[config.mk]
export PLATFORM = sky130hd
export DESIGN_NAME = fetch_stage
export DESIGN_NICKNAME = d
export VERILOG_FILES = /design/src/rtl/fetch_stage_pkg.sv /design/src/rtl/fetch_stage_if.sv /design/src/rtl/fetch_stage_pc_reg.sv /design/src/rtl/fetch_stage.sv
export SDC_FILE = /design/constraint.sdc
export NUM_CORES = 1
export LEC_CHECK = 0
export BUFFER_PORTS_ARGS = -buffer_cell sky130_fd_sc_hd__buf_2
export CAP_MARGIN = 30
export CELL_PAD_IN_SITES_DETAIL_PLACEMENT = 0
export CELL_PAD_IN_SITES_GLOBAL_PLACEMENT = 1
export CORE_ASPECT_RATIO = 0.9
export CORE_MARGIN = 2
export CORE_UTILIZATION = 35
export DETAILED_ROUTE_END_ITERATION = 6
export PLACE_DENSITY_LB_ADDON = 0.1
export RECOVER_POWER = 25
export SKIP_CTS_REPAIR_TIMING = 1
export SYNTH_ARGS = -nofsm -noshare
export SYNTH_HDL_FRONTEND = slang
export SYNTH_SLANG_ARGS = --single-unit
[constraint.sdc]
create_clock -name clk -period 4.5 [get_ports clk]
set_input_delay 0.45 -clock clk [delete_from_list [all_inputs] [get_ports clk]]
set_output_delay 0.45 -clock clk [all_outputs]
set_load 0.1 [all_outputs]
[src/rtl/fetch_stage_pkg.sv]
// -----------------------------------------------------------------------------
// mips_defs -- constants and types shared by the fetch stage.
//   PC_RESET  : fetch address after reset
//   IM_BASE   : first word of instruction memory
//   IM_LAST   : last word of instruction memory
//   EXC_ADEL  : exception code for an instruction-fetch address error
//   NOP_INSTR : encoding placed in an annulled or faulting D slot
//   if_id_t   : contents of the IF/ID pipeline register
// -----------------------------------------------------------------------------
package mips_defs;

  localparam logic [31:0] PC_RESET  = 32'h0000_3000;
  localparam logic [31:0] IM_BASE   = 32'h0000_3000;
  localparam logic [31:0] IM_LAST   = 32'h0000_6FFC;
  localparam logic [4:0]  EXC_ADEL  = 5'd4;
  localparam logic [31:0] NOP_INSTR = 32'h0000_0000;

  typedef struct packed {
    logic [31:0] ir;
    logic [31:0] pc;
    logic [31:0] pc4;
    logic        valid;
    logic        exc;
    logic [4:0]  exccode;
  } if_id_t;

  // A fetch faults when it is misaligned or lies outside instruction memory.
  function automatic logic fetch_addr_bad(input logic [31:0] pc);
    return (pc[1:0] != 2'b00) || (pc < IM_BASE) || (pc > IM_LAST);
  endfunction

endpackage

[src/rtl/fetch_stage_if.sv]
// -----------------------------------------------------------------------------
// fetch_pc_if -- link between the fetch stage and its PC register.
//   en  : load npc on the next rising edge (low while the pipeline is stalled)
//   npc : next fetch address
//   pc  : current fetch address held by the register
// master = fetch_stage (drives en/npc), slave = if_pc_reg (drives pc).
// -----------------------------------------------------------------------------
interface fetch_pc_if;

  logic        en;
  logic [31:0] npc;
  logic [31:0] pc;

  modport master (output en, output npc, input pc);
  modport slave  (input en, input npc, output pc);

endinterface

[src/rtl/fetch_stage_pc_reg.sv]
// -----------------------------------------------------------------------------
// if_pc_reg -- program-counter register with load enable.
//   clk    : rising-edge clock
//   reset  : asynchronous, active-high; forces PC_RESET
//   pc_bus : fetch_pc_if slave (en, npc in; pc out)
// -----------------------------------------------------------------------------
module if_pc_reg
  import mips_defs::*;
(
  input  logic       clk,
  input  logic       reset,
  fetch_pc_if.slave  pc_bus
);

  logic [31:0] pc_q;

  // NOTE: sequential state uses non-blocking assignments so every register
  // samples the pre-edge value of its inputs, independent of block ordering.
  always_ff @(posedge clk or posedge reset) begin
    if (reset) begin
      pc_q <= PC_RESET;
    end else if (pc_bus.en) begin
      pc_q <= pc_bus.npc;
    end
  end

  assign pc_bus.pc = pc_q;

endmodule

[src/rtl/fetch_stage.sv]
// -----------------------------------------------------------------------------
// fetch_stage -- instruction fetch (IF) stage and IF/ID pipeline register.
//   clk       : rising-edge clock
//   reset     : asynchronous, active-high
//   stall     : freezes PC, IF/ID register and fetch counter (beats add_nop)
//   npc       : next PC from the next-PC unit
//   add_nop   : annul the instruction fetched this cycle
//   instr_in  : instruction-memory data for pc_f
//   pc_f      : current fetch PC (instruction-memory address)
//   ir_d      : D-stage instruction
//   pc_d      : D-stage instruction address
//   pc4_d     : pc_d + 4
//   valid_d   : D slot holds a real instruction
//   exc_d     : D-stage instruction carries a fetch exception
//   exccode_d : exception code for exc_d
//   fetch_cnt : number of valid instructions latched into D (wraps silently)
// Build option: define FETCH_ADEL_EN to raise AdEL on misaligned or
// out-of-range fetches; otherwise exc_d/exccode_d are tied to zero.
// All outputs come straight from registers.
// -----------------------------------------------------------------------------
module fetch_stage
  import mips_defs::*;
(
  input  logic        clk,
  input  logic        reset,
  input  logic        stall,
  input  logic [31:0] npc,
  input  logic        add_nop,
  input  logic [31:0] instr_in,
  output logic [31:0] pc_f,
  output logic [31:0] ir_d,
  output logic [31:0] pc_d,
  output logic [31:0] pc4_d,
  output logic        valid_d,
  output logic        exc_d,
  output logic [4:0]  exccode_d,
  output logic [31:0] fetch_cnt
);

  fetch_pc_if pc_bus ();

  assign pc_bus.en  = ~stall;
  assign pc_bus.npc = npc;

  if_pc_reg u_pc_reg (
    .clk    (clk),
    .reset  (reset),
    .pc_bus (pc_bus)
  );

  assign pc_f = pc_bus.pc;

  if_id_t      if_id_q, if_id_d;
  logic [31:0] cnt_q, cnt_d;

  // NOTE: every signal written here gets a default first, so no path leaves
  // it unassigned and no latch is inferred.
  always_comb begin
    if_id_d = if_id_q;
    cnt_d   = cnt_q;
    if (!stall) begin
      if_id_d.pc  = pc_f;
      if_id_d.pc4 = pc_f + 32'd4;
      if (add_nop) begin
        if_id_d.ir      = NOP_INSTR;
        if_id_d.valid   = 1'b0;
        if_id_d.exc     = 1'b0;
        if_id_d.exccode = 5'd0;
      end else begin
        // A faulting fetch still occupies a valid slot so the exception
        // travels down the pipe; it therefore counts as a fetch.
        if_id_d.valid = 1'b1;
        cnt_d         = cnt_q + 32'd1;
`ifdef FETCH_ADEL_EN
        if (fetch_addr_bad(pc_f)) begin
          if_id_d.ir      = NOP_INSTR;
          if_id_d.exc     = 1'b1;
          if_id_d.exccode = EXC_ADEL;
        end else begin
          if_id_d.ir      = instr_in;
          if_id_d.exc     = 1'b0;
          if_id_d.exccode = 5'd0;
        end
`else
        if_id_d.ir      = instr_in;
        if_id_d.exc     = 1'b0;
        if_id_d.exccode = 5'd0;
`endif
      end
    end
  end

  always_ff @(posedge clk or posedge reset) begin
    if (reset) begin
      if_id_q <= '0;
      cnt_q   <= '0;
    end else begin
      if_id_q <= if_id_d;
      cnt_q   <= cnt_d;
    end
  end

  assign ir_d      = if_id_q.ir;
  assign pc_d      = if_id_q.pc;
  assign pc4_d     = if_id_q.pc4;
  assign valid_d   = if_id_q.valid;
  assign exc_d     = if_id_q.exc;
  assign exccode_d = if_id_q.exccode;
  assign fetch_cnt = cnt_q;

endmodule

==> summary.txt, run 1 <==
Die Width: 151.3 um
WL final: 17.89 mm
Unrepaired setup endpoints after global routing: no
Fmax: 352.6 MHz
Clock network fraction of total power: 28.0%
Via count: 5214
R2R Path End: pc4_d[25]
Fin crit period: 2.836 ns
P per Cell Area: 552.3 nW/um^2
Flop pwr share: 36.1%
Post-synth top area share: 57.46%
Final setup violation count: 0
Via density: 4.999
YS warnings: 0
Area of the die: 20670 um^2
WL met3: 1.334 mm
Synth cell types: 44
Largest net degree at the start of global routing: 95
Total congestion overflow: 0
Post-layout nets: 849
Slew at the pin with the worst max-slew slack: 1.856 ns
Area Overhead vs Synth: 27.63%
Gate power share: 35.8%
CTS tree: done
Post-Syn Area per Cell: 12.17 um^2
Fill count: 1852
Post-synthesis cell count: 562
Clk_lat worst skew: 0.43 ns
Critical path class: in2async
Hold WS: 0.2352 ns
IO Port Bufs: 228
Core Box Area: 19160 um^2
Initial antenna violation count: 1
Critical path arrival: 3.01 ns
Antenna Nets Post-Route: 0
Worst-path clk slew: 0.07 ns
Post-synth top cells: 157 x dfrtp_1, 59 x mux2_2, 41 x nand2_1, 31 x a22o_1, 28 x nand3_1
Worst-path maximum fanout: 73
Setup TNS: 0 ns
Wl on met1: 8.060 mm
GRT Overall Usage: 17.34%
Num ports: 235
Synth area leaders: dfrtp_1 57%, mux2_2 9.7%, a22o_1 4.0%, xnor2_1 3.3%, xor2_1 2.3%
Most instantiated library cell after synthesis: dfrtp_1
Failing checks: max-capacitance violations, max-slew violations
CTS sink cnt: 159
Htree depth: 4
1st-pass router iterations: 4
Global-route wire length before repair: 27.81 mm
Net Sw Power: 0.002240 W
Vias in the first global route: 5103
WL/cell: 17.15 um
# DRC: 0
Register area: 3981 um^2
Share of cells above drive strength 1: 42.17%
CTS root buffer: clkbuf_16
CP Data Required Time: 4.67 ns
Slack of the worst reg-to-reg path: 2.32 ns
Post-synth EDFFs: 0
Hold-critical path depth: 2
Max Slew Vio Count: 74
Synthesized flop and latch total: 159
Peak supply drop: 0.0003541 V
Outcome: finished with violations
CTS buffer count: 17
Initial detailed-routing violation count: 217
Die H: 136.6 um
Max Clock Skew: 0.01256 ns
Top_reg_cell synth: dfrtp_1
CP endpoint kind: asynchronous set/reset pin
Sequential cell area fraction in the yosys report: 58.23%
Switching share of total power: 46.47%
Critical Path Start Type: input port
Hold violation count in the final report: 0
Largest area contributor in the netlist: dfrtp_1
RD Place Congestion: 0.7306
R2r worst-path depth: 4
Fin crit share: 63.02%
Met2 wire length: 8.319 mm
Leakage power: 4.144 nW
Mapped Area: 6838 um^2
Worst-case clock buffer depth: 2
FF-to-FF Start: u_pc_reg.pc_bus.pc[4]
Initial Util: 35.69%
Worst Hold Launch: instr_in[9]
Hold worst-path end: ir_d[9]
Max layer used: met5
Max-cap violation count: 1
Hpwl dp: 12.54 mm
FP Rows: 48
Slew HR: -23.73%
Multi-input logic area: 2643 um^2
Power Internal: 0.002580 W
Async set or reset register ratio after synthesis: 100.0%
Worst min-delay path class: in2reg
[flip-flops by register name, summed over array words and instances (netlist names)]
register and flops:
fetch_cnt 32, ir_d 32, pc_d 32, u_pc_reg.pc_bus.pc 32, pc4_d 30, valid_d 1
[worst max-delay path: stages]
cell	delay [ns]
dlygate4sd3_1	0.53
buf_2	0.12
clkinvlp_2	0.19
buf_12	0.27
clkbuf_2	1.35
[layout make-up]
type | instances | share of cell area, %
antenna | 1 | 0.02867
clock buffer | 17 | 4.875
clock inverter | 15 | 1.434
inverter | 4 | 0.1864
multi-input combinational | 362 | 30.28
sequential | 159 | 45.62
tap | 250 | 3.584
timing repair buffer | 235 | 13.99
[cell usage in the layout, fill, tap and decap left out, drive strengths merged, types with 7 or more instances in the layout]
cell,netlist,final
a22o,31,31
a31oi,8,8
xnor2,26,26
dfrtp,157,157
and4,10,10
inv,3,9
clkbuf,23,20
nor3,11,11
and3,7,7
nand3,29,29
o21ai,21,21
nand2,41,41
nand4,26,26
nor2,14,14
or4,10,10
xor2,18,18
o31ai,7,7
mux2,59,59
buf,19,231
[layer usage]
layer	vias to the layer above	GRT usage, %
met5	-	0
met3	14	5.333
met2	161	26.92
met1	2580	23.57
met4	2	4.777
li1	2457	-
[kinds of logic (layout without fill, tap and decap cells)]
family | after synthesis | in the layout | share of synthesized area [%]
AND/OR/NAND/NOR | 170 | 170 | 13.98
flip-flops | 159 | 159 | 58.23
AO/OA/AOI/OAI | 81 | 81 | 8.618
multiplexers | 59 | 59 | 9.716
buffers and inverters | 46 | 271 | 3.403
XOR/XNOR | 44 | 44 | 5.636
adder cells (fa/ha/maj) | 2 | 2 | 0.3659
other | 1 | 7 | 0.05484
[how the worst max path moves through the flow]
stage / from / endpoint / cells after the start
after floorplan: u_pc_reg.pc_bus.pc[2] / pc4_d[28] / 5
after global placement: stall / pc4_d[18] / 4
after detailed placement: stall / u_pc_reg.pc_bus.pc[4] / 3
after CTS: u_pc_reg.pc_bus.pc[4] / pc4_d[25] / 4
after global routing: reset / pc4_d[30] / 5
final: reset / ir_d[31] / 5
[through the flow]
step / power [W] / util (%) / instances / instance area [um^2] / worst slack (ns)
finish: 0.004820 / 45.55 / 1043 / 8727 / 1.664
global route: 0.005018 / 45.54 / 1042 / 8725 / 1.214
CTS: 0.004879 / 45.49 / 1040 / 8715 / 2.312
detailed placement: 0.003504 / 42.61 / 1008 / 8164 / 2.000
global placement: 0.003483 / 42.51 / 1007 / 8144 / 2.056
floorplan: 0.003199 / - / 567 / 6860 / 2.033
[power by group through the flow]
stage / clock network [W] / logic, W / registers (W)
final: 0.00135 / 0.00173 / 0.00174
after global routing: 0.00146 / 0.00179 / 0.00177
after CTS: 0.00140 / 0.00174 / 0.00174
after detailed placement: 0 / 0.00174 / 0.00177
after global placement: 0 / 0.00172 / 0.00176
after floorplan: 0 / 0.000313 / 0.00289
No activity file was read; power rests on OpenSTA's default activity.
==> run 2, diff against run 1 <==
ABC_AREA = 1   (was unset)
CORE_UTILIZATION = 34   (was 35)
clock period = 2.3 ns   (was 4.5 ns; I/O delays follow)
==> run 2 against run 1 <==
Effect of this change:
- the run now ends clean
- sequential power rose by 91%
- final area rose by 5.4%
- sequential share of layout area fell by 2.3 points
- sequential cell count did not move
- die area rose by 8.2%
- wire length rose by 18%
- clock skew fell by 0.0018 ns
==> summary.txt, run 2 <==
Initial Util: 34.69% (-1.0 points)
Commonest cells after routing, fill and taps aside: 285 x nand2_1, 226 x buf_2, 157 x dfrtp_1, 64 x nor2_1, 64 x inv_1
Share of cells above drive strength 1: 27.86% (-14 points)
Via count: 6172 (+18%)
Worst-path maximum fanout: 5 (-93%)
CTS sink cnt: 159 (unchanged)
Max-cap violation count: 0 (-1)
Dpl ws: 0.6172 ns (-1.383 ns)
Hpwl dp: 15.89 mm (+27%)
Synth cell types: 36 (-18%)
Die Width: 157.5 um (+4.0%)
Initial detailed-routing violation count: 343 (+58%)
Post-synth top cells: 285 x nand2_1, 157 x dfrtp_1, 65 x inv_1, 64 x nor2_1, 45 x nand3_1
Async set or reset register ratio after synthesis: 100.0% (unchanged)
Via density: 4.565 (-8.7%)
ANT cells: 0 (-1)
Worst min-delay path class: in2reg
CTS buffer count: 17 (unchanged)
Max Clock Skew: 0.01074 ns (-0.001824 ns)
Placed cell count: 1318 (+31%)
Critical Path Start Type: register
Slowest-stage cell, CP: dfstp_2
RD Place Congestion: 0.8290 (+13%)
Global-route wire length before repair: 32.51 mm (+17%)
Die H: 142.1 um (+4.0%)
Setup WS post-layout: 0.5856 ns (-1.078 ns)
1st-pass router iterations: 7 (+3)
Mapped Area: 7206 um^2 (+5.4%)
YS warnings: 0 (unchanged)
Final setup violation count: 0 (unchanged)
Post-synth top area share: 54.52% (-2.9 points)
Clk_lat worst skew: 0.43 ns (about the same)
CTS root buffer: clkbuf_16
IO Port Bufs: 228 (unchanged)
Synthesized flop and latch total: 159 (unchanged)
Hold violation count in the final report: 0 (unchanged)
Fmax: 583.3 MHz
Post-synth EDFFs: 0 (unchanged)
Max incr delay on CP: 0.60 ns (-0.75 ns)
Post-layout nets: 1123 (+32%)
Area Overhead vs Synth: 27.64% (about the same)
# DRC: 0 (unchanged)
CP endpoint kind: primary output
Design Area, Final: 9198 um^2 (+5.4%)
Slew HR: 32.70% (+56 points)
Most instantiated library cell after synthesis: nand2_1
Outcome: complete, no violations
WL/cell: 15.59 um (-9.1%)
Max Slew Vio Count: 0 (-100%)
Peak supply drop: 0.0005596 V (+58%)
P per Cell Area: 981.8 nW/um^2 (+78%)
Core Box Area: 20770 um^2 (+8.4%)
Worst-path clk slew: 0.07 ns (about the same)
Fin crit share: 74.54%
Num ports: 235 (unchanged)
Crit path max-delay family: flip-flops
Largest net degree at the start of global routing: 71 (-25%)
Fin crit period: 1.714 ns
Slew at the pin with the worst max-slew slack: 1.004 ns (-0.8519 ns)
Htree depth: 4 (unchanged)
Unrepaired setup endpoints after global routing: no
Sequential cell area fraction in the yosys report: 55.25% (-3.0 points)
FP Rows: 50 (+4.2%)
Setup TNS: 0 ns (unchanged)
Critical path arrival: 1.48 ns (-1.53 ns)
CTS tree: done
Post-Syn Area per Cell: 8.734 um^2 (-28%)
Area of the die: 22380 um^2 (+8.2%)
GRT Overall Usage: 19.00% (+1.7 points)
Non-filler cells, final: 1352 (+30%)
Leakage power: 4.829 nW (+17%)
Vias in the first global route: 5825 (+14%)
Largest area contributor in the netlist: dfrtp_1
Initial antenna violation count: 0 (-1)
Critical path class: reg2out
Most common cell after layout, fill and taps aside: nand2_1
Synth area leaders: dfrtp_1 55%, nand2_1 15%, a22o_1 3.9%, inv_1 3.4%, nor2_1 3.3%
CP Cell Sequence: buf_2
CP Data Required Time: 2.07 ns (-2.60 ns)
WL final: 21.08 mm (+18%)
Tot Pwr: 0.009030 W (+87%)
Crit path buf inv count: 1 (-4)
Top_reg_cell synth: dfrtp_1
Worst-case clock buffer depth: 2 (unchanged)
Post-synthesis cell count: 825 (+47%)
Placed Area: 8643 um^2 (+5.9%)
Total congestion overflow: 0 (unchanged)
Antenna Nets Post-Route: 0 (unchanged)
[run 2: changes by cell type after synthesis, moves of 17 or more]
cell     previous run  this run
nand3_1            28        45
mux2_2             59         0
o21ai_0            21        44
inv_1               3        65
nand2_1            41       285
nor2_1             14        64
[run 2: metal layers]
metal	up-vias	track usage, %	wire length (um)
li1	3087	-	-
met1	2889	26.52	9790
met2	181	29.46	9704
met3	15	4.963	1373
met4	0	4.785	206
met5	-	0	0
[run 2: report_power, final]
| group | internal [W] | total [W] | leakage [nW] | switching, W |
|---|---|---|---|---|
| clock | 0.00143 | 0.00266 | 0.257 | 0.00123 |
| combinational | 0.000431 | 0.00305 | 2.57 | 0.00262 |
| sequential | 0.00307 | 0.00333 | 2.01 | 0.000257 |
[run 2: worst paths after layout]
check	start	end	slack, ns	cells past startpoint
max	u_pc_reg.pc_bus.pc[12]	pc_f[12]	0.59	1
min	npc[2]	u_pc_reg.pc_bus.pc[2]	0.005	3
min in group asynchronous	reset	pc_d[14]	0.51	3
max reg2reg	u_pc_reg.pc_bus.pc[2]	pc4_d[22]	0.65	8
min reg2reg	pc_d[23]	pc_d[23]	0.48	2
max in group asynchronous	reset	fetch_cnt[21]	0.95	4
[run 2: final cells by class]
class / count / area, um^2
fill: 2157 / 11570
sequential: 159 / 3981
multi-input combinational: 568 / 2786
timing repair buffer: 241 / 1272
clock buffer: 19 / 442.9
tap: 286 / 357.8
inverter: 66 / 251.5
clock inverter: 13 / 105.1
[run 2: cell families (layout without fill, tap and decap cells)]
family	count (synthesis)	after routing	share of synthesized area [%]
simple gates	443	443	26.50
compound gates	89	89	8.109
buf+inv	103	339	6.338
xor+xnor	28	28	3.403
flops	159	159	55.25
fa+ha+maj	2	2	0.3472
other cells	1	6	0.05204
[run 2: metrics by stage]
stage               util (%)  hold slack (ns)
CTS                    44.25          -0.1707
floorplan                  -           0.3396
detailed placement     41.61           0.2907
finish                 44.28         0.004925
global placement       41.61           0.2866
global route           44.28         0.004801
